==> src/rtl/seg_mux_n.sv <==
// seg_mux_n: time-multiplexed common-anode 7-segment driver for NUM_DIGITS digits.
// Each digit gets one slot of REFRESH_COUNT cycles. The scan runs from the leftmost
// digit to the rightmost.
// The block provides BCD/hex decode, a per-digit decimal point, leading-zero blanking
// and per-digit blink.
// The inputs are snapshotted once per frame, so a frame never mixes old and new values.
// Optional build macro SEG_BRIGHTNESS_EN adds a 4-bit brightness port. It sets the
// duty cycle inside each slot.
module seg_mux_n #(
    parameter int NUM_DIGITS    = 4,
    parameter int REFRESH_COUNT = 100_000,
    parameter int BLINK_COUNT   = 50_000_000,
    parameter int HEX_MODE      = 1
) (
    input  logic                      clk_100MHz,
    input  logic                      reset,
    input  logic [4*NUM_DIGITS-1:0]   digits,
    input  logic [NUM_DIGITS-1:0]     dp,
    input  logic                      blank_lz,
    input  logic [NUM_DIGITS-1:0]     blink,
`ifdef SEG_BRIGHTNESS_EN
    input  logic [3:0]                brightness,
`endif
    output logic [0:6]                seg,
    output logic                      dp_n,
    output logic [NUM_DIGITS-1:0]     an
);

    localparam int SLOT_W  = $clog2(REFRESH_COUNT);
    localparam int IDX_W   = $clog2(NUM_DIGITS);
    localparam int BLINK_W = (BLINK_COUNT > 1) ? $clog2(BLINK_COUNT) : 1;

    localparam logic [SLOT_W-1:0]     SLOT_MAX  = SLOT_W'(REFRESH_COUNT - 1);
    localparam logic [IDX_W-1:0]      IDX_MAX   = IDX_W'(NUM_DIGITS - 1);
    localparam logic [BLINK_W-1:0]    BLINK_MAX = BLINK_W'(BLINK_COUNT - 1);
    localparam logic [NUM_DIGITS-1:0] AN_OFF    = {NUM_DIGITS{1'b1}};
    localparam logic [NUM_DIGITS-1:0] AN_ONE    = {{(NUM_DIGITS-1){1'b0}}, 1'b1};
    localparam logic [6:0]            SEG_OFF   = 7'b1111111;

    // Active-low abcdefg glyph for one nibble; a is the MSB of the result
    function automatic logic [6:0] decode_glyph(input logic [3:0] val);
        logic [6:0] glyph;
        case (val)
            4'h0:    glyph = 7'b0000001;
            4'h1:    glyph = 7'b1001111;
            4'h2:    glyph = 7'b0010010;
            4'h3:    glyph = 7'b0000110;
            4'h4:    glyph = 7'b1001100;
            4'h5:    glyph = 7'b0100100;
            4'h6:    glyph = 7'b0100000;
            4'h7:    glyph = 7'b0001111;
            4'h8:    glyph = 7'b0000000;
            4'h9:    glyph = 7'b0000100;
            4'hA:    glyph = (HEX_MODE != 0) ? 7'b0001000 : SEG_OFF;
            4'hB:    glyph = (HEX_MODE != 0) ? 7'b1100000 : SEG_OFF;
            4'hC:    glyph = (HEX_MODE != 0) ? 7'b0110001 : SEG_OFF;
            4'hD:    glyph = (HEX_MODE != 0) ? 7'b1000010 : SEG_OFF;
            4'hE:    glyph = (HEX_MODE != 0) ? 7'b0110000 : SEG_OFF;
            4'hF:    glyph = (HEX_MODE != 0) ? 7'b0111000 : SEG_OFF;
            default: glyph = SEG_OFF;
        endcase
        return glyph;
    endfunction

    logic [SLOT_W-1:0]       slot_r;
    logic [IDX_W-1:0]        idx_r;
    logic [BLINK_W-1:0]      blink_cnt_r;
    logic                    blink_phase_r;
    logic                    lit_en_r;
    logic [4*NUM_DIGITS-1:0] snap_digits_r;
    logic [NUM_DIGITS-1:0]   snap_dp_r;
    logic                    snap_blank_lz_r;
    logic [NUM_DIGITS-1:0]   snap_blink_r;

    logic                    slot_wrap_s;
    logic                    frame_start_s;
    logic [4*NUM_DIGITS-1:0] disp_digits_s;
    logic [NUM_DIGITS-1:0]   disp_dp_s;
    logic                    disp_blank_lz_s;
    logic [NUM_DIGITS-1:0]   disp_blink_s;
    logic [NUM_DIGITS-1:0]   lz_mask_s;
    logic [3:0]              cur_val_s;
    logic                    bright_on_s;
    logic [NUM_DIGITS-1:0]   an_d_s;
    logic [6:0]              seg_d_s;
    logic                    dp_n_d_s;

    assign slot_wrap_s   = (slot_r == SLOT_MAX);
    assign frame_start_s = (slot_r == {SLOT_W{1'b0}}) && (idx_r == IDX_MAX);
    assign cur_val_s     = disp_digits_s[{idx_r, 2'b00} +: 4];

    // Slot timer: counts cycles within the current digit slot
    always_ff @(posedge clk_100MHz) begin
        if (reset) begin
            slot_r <= {SLOT_W{1'b0}};
        end else if (slot_wrap_s) begin
            slot_r <= {SLOT_W{1'b0}};
        end else begin
            slot_r <= slot_r + SLOT_W'(1);
        end
    end

    // Digit index: steps from the leftmost digit down to digit 0, then back to the leftmost
    always_ff @(posedge clk_100MHz) begin
        if (reset) begin
            idx_r <= IDX_MAX;
        end else if (slot_wrap_s) begin
            if (idx_r == {IDX_W{1'b0}}) begin
                idx_r <= IDX_MAX;
            end else begin
                idx_r <= idx_r - IDX_W'(1);
            end
        end
    end

    // Blink timer and phase, free running and independent of the scan
    always_ff @(posedge clk_100MHz) begin
        if (reset) begin
            blink_cnt_r   <= {BLINK_W{1'b0}};
            blink_phase_r <= 1'b0;
        end else if (blink_cnt_r == BLINK_MAX) begin
            blink_cnt_r   <= {BLINK_W{1'b0}};
            blink_phase_r <= ~blink_phase_r;
        end else begin
            blink_cnt_r   <= blink_cnt_r + BLINK_W'(1);
        end
    end

    // Holds the outputs dark for the first cycle after reset, before any snapshot exists
    always_ff @(posedge clk_100MHz) begin
        if (reset) begin
            lit_en_r <= 1'b0;
        end else begin
            lit_en_r <= 1'b1;
        end
    end

    // Frame snapshot of the display inputs, taken at frame start
    always_ff @(posedge clk_100MHz) begin
        if (reset) begin
            snap_digits_r   <= {(4*NUM_DIGITS){1'b0}};
            snap_dp_r       <= {NUM_DIGITS{1'b0}};
            snap_blank_lz_r <= 1'b0;
            snap_blink_r    <= {NUM_DIGITS{1'b0}};
        end else if (frame_start_s) begin
            snap_digits_r   <= digits;
            snap_dp_r       <= dp;
            snap_blank_lz_r <= blank_lz;
            snap_blink_r    <= blink;
        end
    end

    // Display source: at frame start the value being captured is used directly.
    // This makes the first cycle of a frame already show the new snapshot.
    always_comb begin
        disp_digits_s   = snap_digits_r;
        disp_dp_s       = snap_dp_r;
        disp_blank_lz_s = snap_blank_lz_r;
        disp_blink_s    = snap_blink_r;
        if (frame_start_s) begin
            disp_digits_s   = digits;
            disp_dp_s       = dp;
            disp_blank_lz_s = blank_lz;
            disp_blink_s    = blink;
        end else begin
            disp_digits_s   = snap_digits_r;
            disp_dp_s       = snap_dp_r;
            disp_blank_lz_s = snap_blank_lz_r;
            disp_blink_s    = snap_blink_r;
        end
    end

    // Leading-zero mask: digit i>0 is marked when it and every digit above it are zero
    always_comb begin
        logic zero_run;
        zero_run  = 1'b1;
        lz_mask_s = {NUM_DIGITS{1'b0}};
        for (int i = NUM_DIGITS - 1; i >= 0; i--) begin
            zero_run = zero_run & (disp_digits_s[4*i +: 4] == 4'h0);
            if (i != 0) begin
                lz_mask_s[i] = zero_run;
            end else begin
                lz_mask_s[i] = 1'b0;
            end
        end
    end

`ifdef SEG_BRIGHTNESS_EN
    localparam int THR_W = SLOT_W + 1;
    localparam int STEP  = REFRESH_COUNT / 16;

    logic [3:0]       snap_bright_r;
    logic [3:0]       disp_bright_s;
    logic [THR_W-1:0] thr_r;

    assign disp_bright_s = frame_start_s ? brightness : snap_bright_r;
    assign bright_on_s   = ({1'b0, slot_r} < thr_r);

    // Brightness snapshot, captured together with the other display inputs
    always_ff @(posedge clk_100MHz) begin
        if (reset) begin
            snap_bright_r <= 4'h0;
        end else if (frame_start_s) begin
            snap_bright_r <= brightness;
        end
    end

    // Lit-time threshold as a registered constant multiply.
    // Slot 0 is always lit, so the one-cycle lag after a new snapshot cannot show through.
    always_ff @(posedge clk_100MHz) begin
        if (reset) begin
            thr_r <= {THR_W{1'b0}};
        end else begin
            thr_r <= THR_W'({1'b0, disp_bright_s} + 5'd1) * THR_W'(STEP);
        end
    end
`else
    assign bright_on_s = 1'b1;
`endif

    // Next output value. Priority order: blink-off, brightness-off, blank, decode.
    always_comb begin
        an_d_s   = AN_OFF;
        seg_d_s  = SEG_OFF;
        dp_n_d_s = 1'b1;
        if (!lit_en_r) begin
            an_d_s   = AN_OFF;
            seg_d_s  = SEG_OFF;
            dp_n_d_s = 1'b1;
        end else if (blink_phase_r && disp_blink_s[idx_r]) begin
            an_d_s   = AN_OFF;
            seg_d_s  = SEG_OFF;
            dp_n_d_s = 1'b1;
        end else if (!bright_on_s) begin
            an_d_s   = AN_OFF;
            seg_d_s  = SEG_OFF;
            dp_n_d_s = 1'b1;
        end else begin
            an_d_s   = ~(AN_ONE << idx_r);
            dp_n_d_s = ~disp_dp_s[idx_r];
            if (disp_blank_lz_s && lz_mask_s[idx_r]) begin
                seg_d_s = SEG_OFF;
            end else begin
                seg_d_s = decode_glyph(cur_val_s);
            end
        end
    end

    // Output register driving the pins
    always_ff @(posedge clk_100MHz) begin
        if (reset) begin
            an   <= AN_OFF;
            seg  <= SEG_OFF;
            dp_n <= 1'b1;
        end else begin
            an   <= an_d_s;
            seg  <= seg_d_s;
            dp_n <= dp_n_d_s;
        end
    end

endmodule

==> config.mk <==
export PLATFORM = sky130hd
export DESIGN_NAME = seg_mux_n
export DESIGN_NICKNAME = d
export VERILOG_FILES = /design/src/rtl/seg_mux_n.sv
export SDC_FILE = /design/constraint.sdc
export NUM_CORES = 1
export LEC_CHECK = 0
export BUFFER_PORTS_ARGS = -buffer_cell sky130_fd_sc_hd__buf_2
export CORE_ASPECT_RATIO = 1.25
export CORE_MARGIN = 5
export CORE_UTILIZATION = 59
export CTS_CLUSTER_SIZE = 25
export DETAILED_ROUTE_END_ITERATION = 8
export PLACE_DENSITY = 0.92
export SYNTH_ARGS = -nofsm -noshare
export SYNTH_HDL_FRONTEND = slang
export SYNTH_SLANG_ARGS = --single-unit
==> constraint.sdc <==
create_clock -name clk_100MHz -period 4.1 [get_ports clk_100MHz]
set_clock_uncertainty 0.15 [all_clocks]
set_input_delay 0.82 -clock clk_100MHz [delete_from_list [all_inputs] [get_ports clk_100MHz]]
set_output_delay 0.82 -clock clk_100MHz [all_outputs]
set_load 0.1 [all_outputs]
==> summary.md, run 1 <==
• number of clock buffers inserted by TritonCTS: 9
• Static Leak: 1.85 nW
• drt initial violations: 178
• post-synth cell types: 51
• maximum number of pins on one net before global-route repair: 31
• DRC violation count after routing: 0
• final count of negative-setup-slack endpoints: 0
• dpl hpwl: 6.25 mm
• number of antenna violations at the first check in global routing: 0
• area delta synth->final: 11.5%
• yosys warns: 0
• worst-path fanout max: 16
• maximum operating frequency: 0.277 GHz
• number of max-cap violations: 0
• number of register bits inferred by synthesis: 84
• synthesized-area fraction occupied by ao, oa, aoi and oai cells: 5.19%
• post-synthesis cell type with the largest combined area: dfxtp_1
• largest vdd supply drop: 268 uV
• total grt overflow: 0
• launching element type of the critical path: flop
• register area share after synthesis: 41.7%
• quantity of I/O buffers inserted on ports: 38
• worst slew margin relative to its limit: 52.8%
• unrepaired setup endpoints after global routing: false
• synthesized area divided by synthesized cell count: 9.35 um^2
• type of the worst min-delay path: reg -> reg
• post-route fraction of the period consumed by the critical path: 88.1%
• IO Count: 39
• Critical Path Sink Type: flop
• xor and xnor fraction of the mapped netlist area: 8.48%
• post-layout util: 68.0%
• Synth area leaders: dfxtp_1 42%, nor2_1 7.6%, mux2i_1 7.2%
• data arrival time of the critical path: 3.73 ns
• clock network latency to the later pin of the worst-skew pair: 0.36 ns
• Synth top area share: 41.7%
• GRT Overall Usage: 20.9%
• CTS tree: done
• # hold bufs at CTS: 0
• count of inserted antenna diode cells: 0
• final instance area: 4490 um^2
• Tmin final: 3.61 ns
• number of H-tree levels: 3
• # Post-CTS Setup Buffers: 0
• most frequently used flop master after synthesis: dfxtp_1
• slew at the pin with the worst max-slew slack: 0.702 ns
• critical path, cell by cell: ha_1 > nor2b_1 > nand3_2 > nor2_8 > mux2i_1 > mux4_2 > inv_1 > ha_1 > inv_1 > o211ai_1 > a32oi_1 > o21ai_0
• wire length of the first global-routing pass: 14.3 mm
• vias per inst: 5.71
• Placement Cell Area: 4300 um^2
• critical path buffer and inverter count: 2
• count leader, synth: dfxtp_1
• WL/cell: 15.1 um
• clock slew seen by the registers of the worst setup and hold paths: 0.09 ns
• share of async-settable or async-resettable flops after synthesis: 0%
• die width: 83.9 um
• final sum of negative setup slack: 0 ns
• crit path kind: reg -> reg
• synthesized net count: 471
• largest incremental delay on the critical path: 0.59 ns
• synthesized-area fraction occupied by adder cells: 4.04%
• Starting Density: 61.0%
• number of global-route vias before repair: 3,130
• clk sinks: 84
• sum of routed wire length over all layers: 8.52 mm
• Worst Path Required: 4.22 ns
• count of final max-slew check failures: 0
• core area: 6610 um^2
• dominant delay contributor by cell family on the critical path: multiplexers
• internal reg-to-reg setup slack: 0.49 ns
• basic-gate share of the synthesized area counting and, or, nand and nor cells: 23.1%
• Routability Congestion: 0.905
• fraction of final layout cells sized beyond drive strength 1: 17.4%
• number of nets in the final layout: 511
• number of hold-slack violations in the final timing report: 0
• total die area: 8590 um^2
• Mapped Cells: 431
• Resized Gates After CTS: 0
• outcome: complete, no violations
• die height: 102 um
• combinational family with the most area after synthesis: simple AND/OR/NAND/NOR gates
• number of flops mapped to enable cells by yosys: 0
• Clock Path Buffers: 2
• PD cells: 399 nW/um^2
• number of cell rows: 33
• most instantiated cells after synthesis: 84 x dfxtp_1, 82 x nor2_1, 36 x nand2_1
• Slowest-stage cell, CP: mux4_2
• area of the mapped netlist: 4030 um^2
• detailed-router iteration count before antenna repair: 6
• total via count in the routed design: 3,213
• clock root buffer: clkbuf_8
• Antenna Violating Nets Remaining: 0
• mux contribution to synthesized area: 13.7%
registers in the layout, summed over array words and instances (netlist names):
name             flops
snap_digits_r       16
slot_r              17
dp_n                 1
lit_en_r             1
idx_r                2
an                   4
blink_phase_r        1
seg                  7
snap_blink_r         4
blink_cnt_r         26
snap_blank_lz_r      1
snap_dp_r            4
worst register-to-register path: stages (launching register included):
cell and delay (ns):
dfxtp_1 0.54, ha_1 0.24, nor2b_1 0.23, nand3_2 0.16, nor2_8 0.34, mux2i_1 0.15
mux4_2 0.59, inv_1 0.14, ha_1 0.26, inv_1 0.12, o211ai_1 0.20, a32oi_1 0.15
o21ai_0 0.26
cell type report:
| class | count | area, um^2 |
|---|---|---|
| repair buffers | 44 | 235 |
| flip-flops and latches | 84 | 1680 |
| multi-input cells | 312 | 2200 |
| inverters | 20 | 75.1 |
| clock buffers | 12 | 165 |
| clock inverters | 4 | 31.3 |
| fillers | 485 | 2110 |
| well taps | 87 | 109 |
cells in the final DEF (no fill, tap or decap), drive strengths merged, types with 2 or more instances in the layout:
cell type / n
dfxtp: 84
mux2i: 29
nor2: 83
nand4: 7
xnor2: 11
ha: 13
nor4: 5
nor3: 3
a22oi: 2
xor2: 28
clkinv: 2
nor2b: 2
inv: 19
or4: 2
nor4b: 3
buf: 44
clkbuf: 12
and3: 8
and4: 5
nand2b: 2
clkinvlp: 3
mux4: 10
nand3b: 2
nand2: 36
a211oi: 2
o221ai: 3
mux2: 3
nand3: 26
o211ai: 3
a31oi: 2
or2: 3
o21ai: 9
report_power, final:
part | internal (W) | total, W | switching (W)
Clock | 0.000272 | 0.000571 | 0.000299
Sequential | 0.000854 | 0.000874 | 0.0000203
Combinational | 0.000130 | 0.000347 | 0.000217
metal layers:
layer	track usage (%)	up-vias	part of all wire, %
met2	39.1	112	52
met5	0	-	0
met3	3.79	30	5.2
li1	-	1558	-
met1	22.0	1513	39
met4	11.8	0	4.0
cells by family (layout without fill, tap and decap cells):
kind of cell    count (synthesis)  in the layout
simple gates                  190            190
flops                          84             84
mux                            42             42
xor+xnor                       39             39
buf+inv                        35             80
compound gates                 28             28
fa+ha+maj                      13             13
through the flow:
| stage | setup slack, ns | instances | power (W) | hold WS, ns |
|---|---|---|---|---|
| 6_report | 0.489 | 563 | 0.00179 | 0.300 |
| 5_1_grt | 0.386 | 563 | 0.00187 | 0.328 |
| 4_1_cts | 0.575 | 563 | 0.00180 | 0.303 |
| 3_5_place_dp | 0.620 | 547 | 0.00123 | 0.292 |
| 3_3_place_gp | 0.800 | 547 | 0.00122 | 0.280 |
| 2_1_floorplan | 1.01 | 431 | 0.00116 | 0.267 |
worst paths after layout:
check	from	cells after the start	end
worst max-delay path	idx_r[1]	12	seg[0]
worst min-delay path	slot_r[0]	1	slot_r[0]
worst max register to register	idx_r[1]	12	seg[0]
worst min register to register	slot_r[0]	1	slot_r[0]
(Power assumes the default switching activity.)
==> run 2: changes to the inputs <==
==> constraint.sdc (replaced) <==
create_clock -name clk_100MHz -period 4.1 [get_ports clk_100MHz]
set_clock_uncertainty 0.15 [all_clocks]
set_input_delay 0.205 -clock clk_100MHz [delete_from_list [all_inputs] [get_ports clk_100MHz]]
set_output_delay 0.205 -clock clk_100MHz [all_outputs]
set_load 0.1 [all_outputs]
==> summary.md, run 2 (same netlist as run 1, synthesis figures left out) <==
• outcome: complete, no violations
• number of clock buffers inserted by TritonCTS: 9, unchanged
• worst slew margin relative to its limit: 53.3%, +0.43 points
• final sum of negative setup slack: 0 ns, unchanged
• count of inserted antenna diode cells: 0, unchanged
• Largest regs: blink_cnt_r (26), slot_r (17), snap_digits_r (16)
• sum of routed wire length over all layers: 9.30 mm, +9.2%
• Critical Path Sink Type: flop
• Placement Cell Area: 4300 um^2, unchanged
• combinational share of power: 20.4%, +1.1 points
• wire length of the first global-routing pass: 15.6 mm, +9.6%
• hold path cells: 3, +2
• IO Count: 39, unchanged
• number of nets in the final layout: 531, +3.9%
• largest reg by FF count: blink_cnt_r
• r2r startpoint: idx_r[1]
• CTS tree: done
• most frequent standard cell in the layout excluding fill and tap cells: dfxtp_1
• worst-path fanout max: 16, unchanged
• WL/cell: 16.0 um, +5.4%
• post-layout util: 71.0%, +3.0 points
• slew at the pin with the worst max-slew slack: 0.695 ns, -0.00639 ns
• PD cells: 387 nW/um^2, -3.1%
• fraction of power spent switching nets: 30.1%, +0.15 points
• final count of negative-setup-slack endpoints: 0, unchanged
• fraction of final layout cells sized beyond drive strength 1: 16.7%, -0.70 points
• Worst Path Required: 4.21 ns, about the same
• internal power of the cells: 0.00127 W, +1.1%
• Switch Pwr: 0.000546 W, +1.8%
• data arrival time of the critical path: 3.76 ns, +0.03 ns
• internal reg-to-reg setup slack: 0.45 ns, -0.04 ns
• maximum number of pins on one net before global-route repair: 31, unchanged
• number of cell rows: 33, unchanged
• post-route fraction of the period consumed by the critical path: 89.1%, +1.0 points
• Clock Path Buffers: 2, unchanged
• clock power share: 31.4%, -0.5 points
• maximum operating frequency: 0.274 GHz, -1.1%
• worst flop-to-flop path endpoint: seg[0]
• number of H-tree levels: 3, unchanged
• vias per inst: 5.74, +0.66%
• number of max-cap violations: 0, unchanged
• clk sinks: 84, unchanged
• clock network latency to the later pin of the worst-skew pair: 0.35 ns, about the same
• area delta synth->final: 16.5%
• Starting Density: 61.0%, unchanged
• DRC violation count after routing: 0, unchanged
• # Post-CTS Setup Buffers: 0, unchanged
• Routability Congestion: 0.905, unchanged
• worst hold-check slack: 0.0110 ns, -0.289 ns
• clock slew seen by the registers of the worst setup and hold paths: 0.09 ns, about the same
• core area: 6610 um^2, unchanged
• die height: 102 um, unchanged
• largest vdd supply drop: 267 uV, -0.68%
• Antenna Violating Nets Remaining: 0, unchanged
• quantity of I/O buffers inserted on ports: 38, unchanged
• crit path kind: reg -> reg
• number of global-route vias before repair: 3,380, +8.0%
• dpl hpwl: 6.25 mm, unchanged
• drt initial violations: 203, +14%
• worst-case hold path end point: snap_blink_r[2]
• type of the worst min-delay path: in -> reg
• clock root buffer: clkbuf_8
• Tmin final: 3.65 ns, +0.0420 ns
• count of final max-slew check failures: 0, unchanged
• Static Leak: 1.94 nW, +4.5%
• Sequential Power Share: 48.2%, -0.6 points
• total via count in the routed design: 3,349, +4.2%
• launching element type of the critical path: flop
• number of hold-slack violations in the final timing report: 0, unchanged
• total grt overflow: 0, unchanged
• number of antenna violations at the first check in global routing: 0, unchanged
• total die area: 8590 um^2, unchanged
• detailed-router iteration count before antenna repair: 5, -1
• die width: 83.9 um, unchanged
• final instance area: 4690 um^2, +4.5%
• unrepaired setup endpoints after global routing: false
• reg2reg path depth: 12, unchanged
• GRT Overall Usage: 22.8%, +1.9 points
• Hold Path Origin: blink[2]
• Largest register FFs: 26, unchanged
• most frequent cells in the layout: 84 x dfxtp_1, 82 x nor2_1, 38 x buf_2, 36 x nand2_1, 29 x mux2i_1
[run 2: cell types whose count changed in the layout (fill, tap and decap cells not counted), sizes merged]
cell / before / now
dlygate4sd3: 0 / 20
[run 2: what timing repair did]
action,4_1_cts,5_1_grt
hold buffers,20,0
endpoints found under the hold margin,20,0
endpoints found under the setup margin,0,0
resized for setup,0,0
[run 2: layout make-up]
cell class	count	area, um^2
multi-input cells	312	2200
clock inverters	4	31.3
fillers	451	1910
well taps	87	109
clock buffers	12	165
inverters	20	75.1
flip-flops and latches	84	1680
repair buffers	64	435
[run 2: layer usage]
layer,wire length (um),GRT usage (%),up-vias
li1,-,-,1601
met1,3590,24.2,1583
met2,4940,43.0,129
met3,420,3.71,36
met4,350,12.6,0
met5,0,0,-
[run 2: how the worst max path moves through the flow]
stage | start | endpoint | slack [ns] | depth (start not counted)
global placement | idx_r[1] | seg[3] | 0.80 | 10
global route | idx_r[1] | seg[0] | 0.36 | 12
finish | idx_r[1] | seg[0] | 0.45 | 12
CTS | idx_r[1] | seg[0] | 0.58 | 12
detailed placement | idx_r[1] | seg[0] | 0.62 | 12
floorplan | idx_r[1] | seg[3] | 1.01 | 11
[run 2: through the flow]
step	cells	worst slack (ns)	power, W
finish	583	0.447	0.00181
global route	583	0.361	0.00189
CTS	583	0.575	0.00181
detailed placement	547	0.620	0.00123
global placement	547	0.800	0.00122
floorplan	431	1.01	0.00116
[run 2: power by group through the flow]
stage | sequential [W] | clock (W) | combinational [W]
6_report | 0.000875 | 0.000569 | 0.000370
5_1_grt | 0.000879 | 0.000614 | 0.000396
4_1_cts | 0.000874 | 0.000580 | 0.000359
3_5_place_dp | 0.000893 | 0 | 0.000341
3_3_place_gp | 0.000891 | 0 | 0.000327
2_1_floorplan | 0.000954 | 0 | 0.000210
[run 2: critical path: stages (launching register included)]
cell and delay (ns):
dfxtp_1 0.55, ha_1 0.24, nor2b_1 0.23, nand3_2 0.17
nor2_8 0.34, mux2i_1 0.17, mux4_2 0.58, inv_1 0.14
ha_1 0.25, inv_1 0.12, o211ai_1 0.20, a32oi_1 0.15
o21ai_0 0.26
